### src/rtl/compare_result_monitor.sv
// Counts gt/eq/lt results from a magnitude comparator, tracks the current run of
// consecutive equal results against a threshold, and latches malformed flag sets.
module compare_result_monitor #(
  parameter int COUNT_WIDTH = 16,
  parameter int RUN_WIDTH   = 8
) (
  input  logic                   Clock_In,
  input  logic                   Reset_In,
  input  logic                   Enable_In,
  input  logic                   Valid_In,
  input  logic                   A_gt_B_In,
  input  logic                   A_eq_B_In,
  input  logic                   A_lt_B_In,
  input  logic                   Clear_In,
  input  logic [RUN_WIDTH-1:0]   Run_Length_In,
  output logic [COUNT_WIDTH-1:0] Gt_Count_Out,
  output logic [COUNT_WIDTH-1:0] Eq_Count_Out,
  output logic [COUNT_WIDTH-1:0] Lt_Count_Out,
  output logic [RUN_WIDTH-1:0]   Eq_Run_Out,
  output logic                   Match_Out,
  output logic                   Error_Out
);

  typedef enum logic [1:0] {
    IDLE  = 2'd0,
    TRACK = 2'd1,
    MATCH = 2'd2,
    FAULT = 2'd3
  } state_t;

  state_t                          state_q, state_d;
  logic [RUN_WIDTH-1:0]            run_q, run_d, run_inc;
  logic                            match_q, error_q;
  logic [2:0]                      flags;
  logic                            legal, accept, take_sample;
  logic [2:0][COUNT_WIDTH-1:0]     cnt_vec;

  // Bit 2 = gt, bit 1 = eq, bit 0 = lt; the counter generate loop uses the same order.
  assign flags = {A_gt_B_In, A_eq_B_In, A_lt_B_In};

  // Only the three one-hot patterns match; X/Z or multi-hot fall to default.
  always_comb begin
    legal = 1'b0;
    case (flags)
      3'b100, 3'b010, 3'b001: legal = 1'b1;
      default:                legal = 1'b0;
    endcase
  end

  assign accept      = Valid_In && Enable_In && !Clear_In && (state_q != FAULT);
  assign take_sample = accept && legal;
  assign run_inc     = (run_q == '1) ? run_q : run_q + 1'b1;

  for (genvar gi = 0; gi < 3; gi++) begin : g_cnt
    logic [COUNT_WIDTH-1:0] cnt_q, cnt_d;

    always_comb begin
      cnt_d = cnt_q;
      if (Clear_In) begin
        cnt_d = '0;
      end else if (take_sample && flags[gi] && (cnt_q != '1)) begin
        cnt_d = cnt_q + 1'b1;
      end
    end

    always_ff @(posedge Clock_In) begin
      if (Reset_In) begin
        cnt_q <= '0;
      end else begin
        cnt_q <= cnt_d;
      end
    end

    assign cnt_vec[gi] = cnt_q;
  end

  always_comb begin
    state_d = state_q;
    run_d   = run_q;
    if (Clear_In) begin
      state_d = IDLE;
      run_d   = '0;
    end else if (accept) begin
      if (!legal) begin
        state_d = FAULT;
      end else if (A_eq_B_In) begin
        run_d = run_inc;
        // Threshold is only consulted here, so a changed Run_Length_In never
        // moves the state on its own.
        if ((Run_Length_In != '0) && (run_inc >= Run_Length_In)) begin
          state_d = MATCH;
        end else if (state_q != MATCH) begin
          state_d = TRACK;
        end
      end else begin
        run_d   = '0;
        state_d = TRACK;
      end
    end
  end

  always_ff @(posedge Clock_In) begin
    if (Reset_In) begin
      state_q <= IDLE;
      run_q   <= '0;
      match_q <= 1'b0;
      error_q <= 1'b0;
    end else begin
      state_q <= state_d;
      run_q   <= run_d;
      match_q <= (state_d == MATCH);
      error_q <= (state_d == FAULT);
    end
  end

  assign Gt_Count_Out = cnt_vec[2];
  assign Eq_Count_Out = cnt_vec[1];
  assign Lt_Count_Out = cnt_vec[0];
  assign Eq_Run_Out   = run_q;
  assign Match_Out    = match_q;
  assign Error_Out    = error_q;

endmodule
### config.mk
export PLATFORM = sky130hd
export DESIGN_NAME = compare_result_monitor
export DESIGN_NICKNAME = d
export VERILOG_FILES = /design/src/rtl/compare_result_monitor.sv
export SDC_FILE = /design/constraint.sdc
export NUM_CORES = 1
export LEC_CHECK = 0
export ABC_CLOCK_PERIOD_IN_PS = 7000
export CAP_MARGIN = 20
export CORE_UTILIZATION = 43
export CTS_CLUSTER_DIAMETER = 100
export DETAILED_ROUTE_END_ITERATION = 6
export PLACE_DENSITY = 0.69
export SLEW_MARGIN = 5
export SYNTH_ARGS = -nofsm -noshare
export SYNTH_HDL_FRONTEND = slang
export SYNTH_SLANG_ARGS = --single-unit
### constraint.sdc
create_clock -name Clock_In -period 7 [get_ports Clock_In]
set_input_delay 2.1 -clock Clock_In [delete_from_list [all_inputs] [get_ports Clock_In]]
set_output_delay 2.1 -clock Clock_In [all_outputs]
set_load 0.1 [all_outputs]
==> Word-level counts from Yosys, hierarchy flattened <==
Index checks and enable logic that the tools add are counted.
{ "totals": {"input_bits": 16, "register_bits": 60, "word_cells": 48, "mem_count": 0, "latch_bits": 0, "mem_bits_rw": 0, "romBits": 0} }
{ "classes": {"n_shift": 0, "eq_ne": 11, "n_reduce_logical": 16, "n_lt_le_gt_ge": 1, "mul": 0, "n_bitwise": 0, "mux": 9, "div_mod_pow": 0, "addsub": 4} }
{ "ops": {"columns": ["operator", "count"], "rows": [
  ["$add A16 B1 Y16 const B", 3],
  ["$ne A16 B16 Y1 const B", 3],
  ["$mux W8", 2],
  ["$mux W2", 6],
  ["$logic_and A1 B1 Y1", 11],
  ["$add A8 B1 Y8 const B", 1],
  ["$eq A8 B8 Y1 const B", 1],
  ["$ge A8 B8 Y1", 1],
  ["$reduce_bool A8 Y1", 1],
  ["$eq A2 B2 Y1 const B", 2],
  ["$ne A2 B2 Y1 const B", 2],
  ["$eq A3 B1 Y1 const B", 1],
  ["$eq A3 B2 Y1 const B", 1],
  ["$eq A3 B3 Y1 const B", 1],
  ["$reduce_or A3 Y1", 1],
  ["$reduce_and A2 Y1", 1],
  ["$reduce_or A2 Y1", 1],
  ["$logic_not A1 Y1", 1],
  ["$mux W1", 1]
]} }

==> Depth between registers and ports, before layout <==
{ "logic_depth": {"word_depth": 10, "mapped_depth": 11} }

==> Least setup slack after synthesis <==
OpenSTA, ideal clock, no wires.
{ "synth_timing": {"path_type": "reg2reg", "start": "reg run_q[0], in the netlist Eq_Run_Out[0]", "end": "reg state_q[1]", "arrival_time_ns": 3.380, "path_buffers": 0, "path_stages_with_launch": 11, "slack_ns": 3.505, "path_cell_list": "dfxtp_1 > ha_1 > and4_1 > nand4_1 > nand2_1 > xnor2_1 > ha_1 > and4_1 > a2111oi_0 > o21ai_0 > o21a_1"} }
{ "synth_between": {"elab_chain_len": 9} }
{ "synth_lines": {"columns": ["item", "line", "source"], "rows": [
  ["from (decl)", "32", "logic [RUN_WIDTH-1:0] run_q, run_d, run_inc;"],
  ["from (signal assigned)", "110", "run_q <= run_d;"],
  ["$add A8 B1 Y8 or $eq A8 B8 Y1 (tied branches)", "52", "assign run_inc = (run_q == '1) ? run_q : run_q + 1'b1;"],
  ["$mux W8 *", "52", null],
  ["$ge A8 B8 Y1 *", "90", "if ((Run_Length_In != '0) && (run_inc >= Run_Length_In)) begin"],
  ["$logic_and A1 B1 Y1 *", "90", null],
  ["$mux W2 *", "90", null],
  ["$mux W2 *", "86", "end else if (A_eq_B_In) begin"],
  ["$mux W2 *", "84", "if (!legal) begin"],
  ["$mux W2 *", "83", "end else if (accept) begin"],
  ["$mux W2 *", "80", "if (Clear_In) begin"],
  ["to (signal assigned)", "109", "state_q <= state_d;"],
  ["to (decl)", "31", "state_t state_q, state_d;"]
]} }
Mark *: on every way between the ends. The rest lies on a longest branch, timed or not.
A chain may end at the register's enable or synchronous reset.

==> Worst setup path in the final report <==
{ "layout_timing": {"start": "in Clear_In", "end": "reg g_cnt[0].cnt_q[5], in the netlist Lt_Count_Out[5]"} }
{ "layout_between": {"elab_chain_len": 6} }
{ "layout_lines": {"columns": ["item", "line", "source"], "rows": [
  ["from (decl)", "14", "input logic Clear_In,"],
  ["$logic_not A1 Y1", "50", "assign accept = Valid_In && Enable_In && !Clear_In && (state_q != FAULT);"],
  ["$logic_and A1 B1 Y1 (2 in a row)", "50", null],
  ["$logic_and A1 B1 Y1", "51", "assign take_sample = accept && legal;"],
  ["$logic_and A1 B1 Y1 (2 in a row)", "61", "end else if (take_sample && flags[gi] && (cnt_q != '1)) begin"],
  ["to (signal assigned)", "70", "cnt_q <= cnt_d;"],
  ["to (decl)", "55", "logic [COUNT_WIDTH-1:0] cnt_q, cnt_d;"]
]} }
Parallel ways exist; a longest one is shown, timed or not.

==> metrics.md <==
| Metric | Value |
|---|---|
| Status | `complete, no violations` |
| Drt drc | `0` |
| Slew headroom | `31.1%` |
| CTS Buf Count | `9` |
| Drt total wl | `8160 um` |
| WP data required | `7.26 ns` |
| Routed vias/inst | `5.43` |
| Syn Std Cell Area | `3420 um^2` |
| Max_cap viols | `0` |
| Total congestion overflow | `0` |
| Antenna violations before repair | `0` |
| Cell-internal power | `0.557 mW` |
| Ys async rst share | `0%` |
| Post_cts resized | `0` |
| Final min period | `4.23 ns` |
| Reg2reg end | `state_q[1]$_SDFF_PP0_` |
| FF+latch count, synth | `60` |
| Met3 WL | `375 um` |
| Post-CTS Setup Bufs | `0` |
| EDFF count, synth | `0` |
| Synth top area share | `35.1%` |
| Power per standard cell area | `162 nW/um^2` |
| RSZ-0062 raised after global routing | `no` |
| Hold Startpoint | `Lt_Count_Out[15]$_SDFFE_PP0P_` |
| Hold Path Sink | `Lt_Count_Out[15]$_SDFFE_PP0P_` |
| Core ar. | `7730 um^2` |
| Final Hold Viols | `0` |
| Hold Crit Class | `flop to flop` |
| FP Rows | `32` |
| First-pass DRT Iterations | `7` |
| Antenna viol nets, final | `0` |
| Worst-path clk slew | `0.07 ns` |
| CP startpoint | `Clear_In` |
| WHS Path Cells | `2` |
| Avg Synthesized Cell Area | `8.54 um^2` |
| Worst stage delay on the critical path | `0.51 ns` |
| Top cells by area, synth | `dfxtp_1, xnor2_1, nor2_1` |
| Fill cells | `701` |
| Routed len/inst | `14.1 um` |
| Crit-path cells | `clkdlybuf4s50_1, and3b_1, nand4_1, a21o_1, or4_1, a21oi_1` |
| R2R Setup Slk | `3.77 ns` |
| Tot GR Track Use | `20.2%` |
| Placed Cells | `564` |
| Power share of the combinational group | `4.7%` |
| Die Wd | `91.2 um` |
| Leak | `1.44 nW` |
| Clk sink count | `60` |
| Worst Clk Skew | `0.0125 ns` |
| Final Slew Violations | `0` |
| Clock root buffer | `clkbuf_8` |
| Crit Path Max Fanout | `11` |
| Routed metal-1 wirelength | `3990 um` |
| CP Capture Type | `flop` |
| Post-synth top flop | `dfxtp_1` |
| Number of global-route vias before repair | `2852` |
| Share of layout cells above drive strength 1 | `9.21%` |
| Final hold slack | `0.506 ns` |
| Slowest-stage cell, CP | `nand4_1` |
| Port Buffer Count | `73` |
| Drt initial violations | `116` |
| Clk buf depth | `2` |
| DR vias | `3150` |
| Netlist cell types | `55` |
| Total power | `0.721 mW` |
| Seq pwr share | `47.5%` |
| Crit path DAT | `4.49 ns` |
| Die Ht | `91.2 um` |
| # hold bufs at CTS | `0` |
| Worst-Margin Slew | `1.03 ns` |
| DP HPWL | `5940 um` |
| DIE AREA | `8320 um^2` |
| Tcrit/Tclk final | `60.5%` |
| Mapped Nets | `429` |
| Final setup violation count | `0` |
| Final nets | `501` |
| Starting Density | `44.3%` |
| GPL Wtd Cong | `0.869` |
| Max rail drop VDD | `0.109 mV` |
| Uppermost layer routed | `met4` |
| Metal2 WL | `3690 um` |
| Worst r2r src | `Eq_Run_Out[0]$_SDFFE_PP0P_` |
| TritonCTS clock tree | `done` |
| Worst r2r path cells | `10` |
| Cells after Synth | `401` |
| Worst skew pair latency | `0.34 ns` |
| FMAX | `236 MHz` |
| Total negative setup slack | `0 ns` |
| Largest net degree at the start of global routing | `54` |
| Area Overhead vs Synth | `29.9%` |
| Sw Pwr | `0.165 mW` |
| Final antenna diode count | `0` |
| CTS H-tree depth | `3` |
| Fin cells | `580` |
| Yosys warning count | `0` |
| Clock share of power | `47.8%` |
| Top Ports | `74` |
| Global-route wire length before repair | `13500 um` |
| Switching share of total power | `22.8%` |
| Library cell with the largest summed area after synthesis | `dfxtp_1` |
| Critical path class | `input pin to flop` |
| Setup crit start kind | `input pin` |
| Seq/Total Area, Yosys | `35.1%` |
==> cell usage after synthesis (all sizes together) (4+ instances only) <==
cell type	count
nor3b	5
nor2	54
clkbuf	8
and4	5
a31oi	4
a211oi	4
nor3	13
nand4	18
nor4	20
dfxtp	60
nor4b	5
nand2	29
and3	8
buf	5
xnor2	39
nand3	25
or2	4
or3	7
o21ai	9
a21oi	15
inv	16
ha	12
==> metal layers <==
layer / GRT usage [%] / up-vias
li1: - / 1598
met1: 27.5 / 1468
met5: 0 / -
met2: 31.5 / 75
met4: 8.20 / 0
met3: 3.52 / 9
==> final cells by class <==
class / instances / area [um^2] / share of cell area [%]
clock buffers: 10 / 128 / 2.87
clock inverters: 6 / 88.8 / 2.00
inverters: 16 / 60.1 / 1.35
multi-input cells: 312 / 2100 / 47.3
flip-flops and latches: 60 / 1200 / 27.0
well taps: 102 / 128 / 2.87
repair buffers: 74 / 738 / 16.6
==> stage by stage <==
stage / setup WS [ns] / instance area, um^2 / utilization, %
finish: 2.77 / 4450 / 57.5
global route: 2.64 / 4450 / 57.5
CTS: 2.83 / 4450 / 57.5
detailed placement: 2.47 / 4230 / 54.7
global placement: 2.58 / 4230 / 54.7
floorplan: 3.51 / 3420 / -
==> registers in the layout, summed over array words and instances (netlist names) <==
register and count:
Eq_Run_Out 8, Error_Out 1, Gt_Count_Out 16, state_q 2
Eq_Count_Out 16, Match_Out 1, Lt_Count_Out 16
==> cell families (layout without fill, tap and decap cells) <==
group                      Yosys count  in the layout  share of synthesized area, %
buffers and inverters               29            106                          3.47
adders and majority gates           12             12                          4.39
AOI/OAI and AO/OA                   52             52                          10.5
muxes                                4              4                          1.24
xor gates and xnor gates            41             41                          10.5
DFF                                 60             60                          35.1
and+or+nand+nor                    203            203                          34.8
==> cells in the final DEF (no fill, tap or decap), drive strengths merged, types with 7 or more instances in the layout <==
cell type,n
o21ai,9
nor2,54
nand3,25
or3,7
clkdlybuf4s50,73
and3,8
nand2,29
dfxtp,60
a21oi,15
clkbuf,10
nand4,18
nor3,13
nor4,20
ha,12
xnor2,39
inv,16
==> how the worst max path moves through the flow <==
stage	end	slack (ns)	depth (start not counted)
final	Lt_Count_Out[5]$_SDFFE_PP0P_	2.77	6
after global routing	Lt_Count_Out[5]$_SDFFE_PP0P_	2.64	6
after CTS	Eq_Run_Out[5]	2.83	1
after detailed placement	Lt_Count_Out[5]$_SDFFE_PP0P_	2.47	6
after global placement	Lt_Count_Out[5]$_SDFFE_PP0P_	2.58	6
after floorplan	state_q[1]$_SDFF_PP0_	3.51	10
==> power groups by stage <==
stage / combinational [mW] / sequential (mW) / clock (mW)
final: 0.0341 / 0.343 / 0.345
after global routing: 0.0375 / 0.343 / 0.365
after CTS: 0.0343 / 0.343 / 0.351
after detailed placement: 0.0342 / 0.350 / 0
after global placement: 0.0336 / 0.350 / 0
after floorplan: 0.0163 / 0.353 / 0
==> critical path, delay by kind of cell <==
kind,cells,cell delay (ns)
AND/OR/NAND/NOR,3,1.39
AO/OA/AOI/OAI,2,0.52
buffers and inverters,1,0.47
No activity file was read; power rests on OpenSTA's default activity.
==> RTL change: new RTL, same settings <==
Change the parameter `COUNT_WIDTH` from 16 to 32.
--- a/src/rtl/compare_result_monitor.sv
+++ b/src/rtl/compare_result_monitor.sv
@@ -1,7 +1,7 @@
 // Counts gt/eq/lt results from a magnitude comparator, tracks the current run of
 // consecutive equal results against a threshold, and latches malformed flag sets.
 module compare_result_monitor #(
-  parameter int COUNT_WIDTH = 16,
+  parameter int COUNT_WIDTH = 32,
   parameter int RUN_WIDTH   = 8
 ) (
   input  logic                   Clock_In,
Ports: changed (resized Eq_Count_Out, Gt_Count_Out and Lt_Count_Out); port bits go from 74 to 122. The function was not compared with the original's and may differ.
==> RTL change against the original RTL <==
Sequential cell count grew 48; final area grew 67%; power grew 64%; die area grew 67%; count of clock-buffer cells in the layout grew 2; area after synthesis grew 69%; critical path type unchanged; worst setup slack lost 0.50 ns; maximum frequency shrank 11%; largest cell class unchanged; routed wire length grew 91%.
==> RTL change: results <==
export IMPL_grt_pass1_wl_um=25520
export IMPL_tightest_slew_ns=1.028
export IMPL_syn_nets=748
export IMPL_grt_max_degree=56
export IMPL_place_gp_congestion=0.9000
export IMPL_hold_class="flop to flop"
export IMPL_first_iter_violations=446
export IMPL_seq_area_frac_synth_pct=37.38
export IMPL_viasPerCell=5.938
export IMPL_antenna_found_initial=0
export IMPL_first_pass_iters=5
export IMPL_cts_htree_levels=3
export IMPL_drc_errors=0
export IMPL_grt_total_usage_pct=22.26
export IMPL_grt_pass1_vias=5285
export IMPL_port_buffer_count=121
export IMPL_cp_slowest_cell="and3_1"
export IMPL_max_stage_delay_ns=0.70
export IMPL_cp_top_family="simple AND/OR/NAND/NOR gates"
export IMPL_diodes=0
export IMPL_cts_buffer_depth=2
export IMPL_drive_gt1_share_pct=4.722
export IMPL_clock_skew_ns=0.009211
export IMPL_path_max_fanout=21
export IMPL_netlist_cell_type_count=51
export IMPL_synth_commonest_cells="dfxtp_1, a21oi_1, nand2_1, or3_1, o21ai_0"
export IMPL_yosys_warnings=0
export IMPL_r2r_slack_ns=3.69
export IMPL_cts_root_buf="clkbuf_16"
export IMPL_dp_hpwl_um=11110
export IMPL_yosys_top_cells_area="dfxtp_1, a21oi_1, or3_1"
export IMPL_nNetsFinal=849
export IMPL_vdd_drop_max_uv=108.4
export IMPL_cts_inserted_buffers=9
export IMPL_clk_latency_ns=0.35
export IMPL_worst_ep_arrival_time_ns=5.01
export IMPL_wl_um=15580
export IMPL_async_reset_ff_share_pct=0
export IMPL_cellLeakagePower_nw=2.195
export IMPL_status="complete, no violations"
-- RTL change: changes by cell type after synthesis, moves of 8 or more --
cell / change
nand4_1: +16
nor2_1: -13
dfxtp_1: +48
nand2_1: +25
clkbuf_1: +25
a21oi_1: +59
xnor2_1: -26
or3_1: +41
o31ai_1: +24
inv_1: +9
or4_1: +25
o21ai_0: +33
mux2i_1: +8
nand3_1: +14
-- RTL change: worst paths after layout --
kind,from,to,cells after the start
hold reg to reg,Eq_Count_Out[4]$_SDFFE_PP0P_,Eq_Count_Out[4]$_SDFFE_PP0P_,2
setup reg to reg,Eq_Run_Out[0]$_SDFFE_PP0P_,Match_Out$_SDFF_PP0_,9
setup / recovery,Clear_In,Eq_Count_Out[9]$_SDFFE_PP0P_,6
hold / removal,Eq_Count_Out[4]$_SDFFE_PP0P_,Eq_Count_Out[4]$_SDFFE_PP0P_,2
-- RTL change: final cells by class --
class,instances,area (µm²)
Fill cell,1189,5751
Multi-Input combinational cell,551,3393
Sequential cell,108,2162
Timing Repair Buffer,126,1266
Clock buffer,12,256.5
Tap cell,176,220.2
Inverter,25,93.84
Clock inverter,4,47.55
-- RTL change: kinds of logic after synthesis --
family                   after synthesis  synth area share (%)
AND/OR/NAND/NOR                      320                 31.36
XOR/XNOR                              19                 2.877
multiplexers                          13                 2.315
AO/OA/AOI/OAI                        187                 19.47
buffers and inverters                 61                 4.002
flip-flops                           108                 37.38
adder cells (fa/ha/maj)               12                 2.596
-- RTL change: through the flow --
stage | hold WS [ns] | total power (W) | std cells | setup slack, ns | cell area [µm²]
final | 0.4985 | 0.001183 | 1002 | 2.269 | 7440
after detailed placement | 0.4846 | 0.0006698 | 985 | 1.936 | 7108
after global routing | 0.5341 | 0.001225 | 1002 | 2.101 | 7440
after global placement | 0.4757 | 0.0006689 | 984 | 2.032 | 7103
after CTS | 0.5032 | 0.001193 | 1001 | 2.287 | 7412
after floorplan | 0.5122 | 0.0006527 | 720 | 3.104 | 5784
-- RTL change: power breakdown --
group	leakage, nW	switching [W]	internal (W)
Sequential	0.870	0.000000561	0.000615
Clock	0.149	0.000230	0.000296
Combinational	1.18	0.0000255	0.0000164
Total	2.19	0.000256	0.000927
-- RTL change: worst reg2reg max path: cells and delay by family (launching register included) --
kind	cells	cell delay (ns)
compound gates	3	1.06
fa+ha+maj	2	0.53
flops	1	0.45
mux	1	0.43
simple gates	3	0.71
-- RTL change: per-layer routing --
metal | part of all wire, % | global-route usage, %
met1 | 46 | 28.90
met2 | 48 | 36.62
met3 | 4.3 | 3.101
met4 | 2.2 | 9.936
met5 | 0 | 0
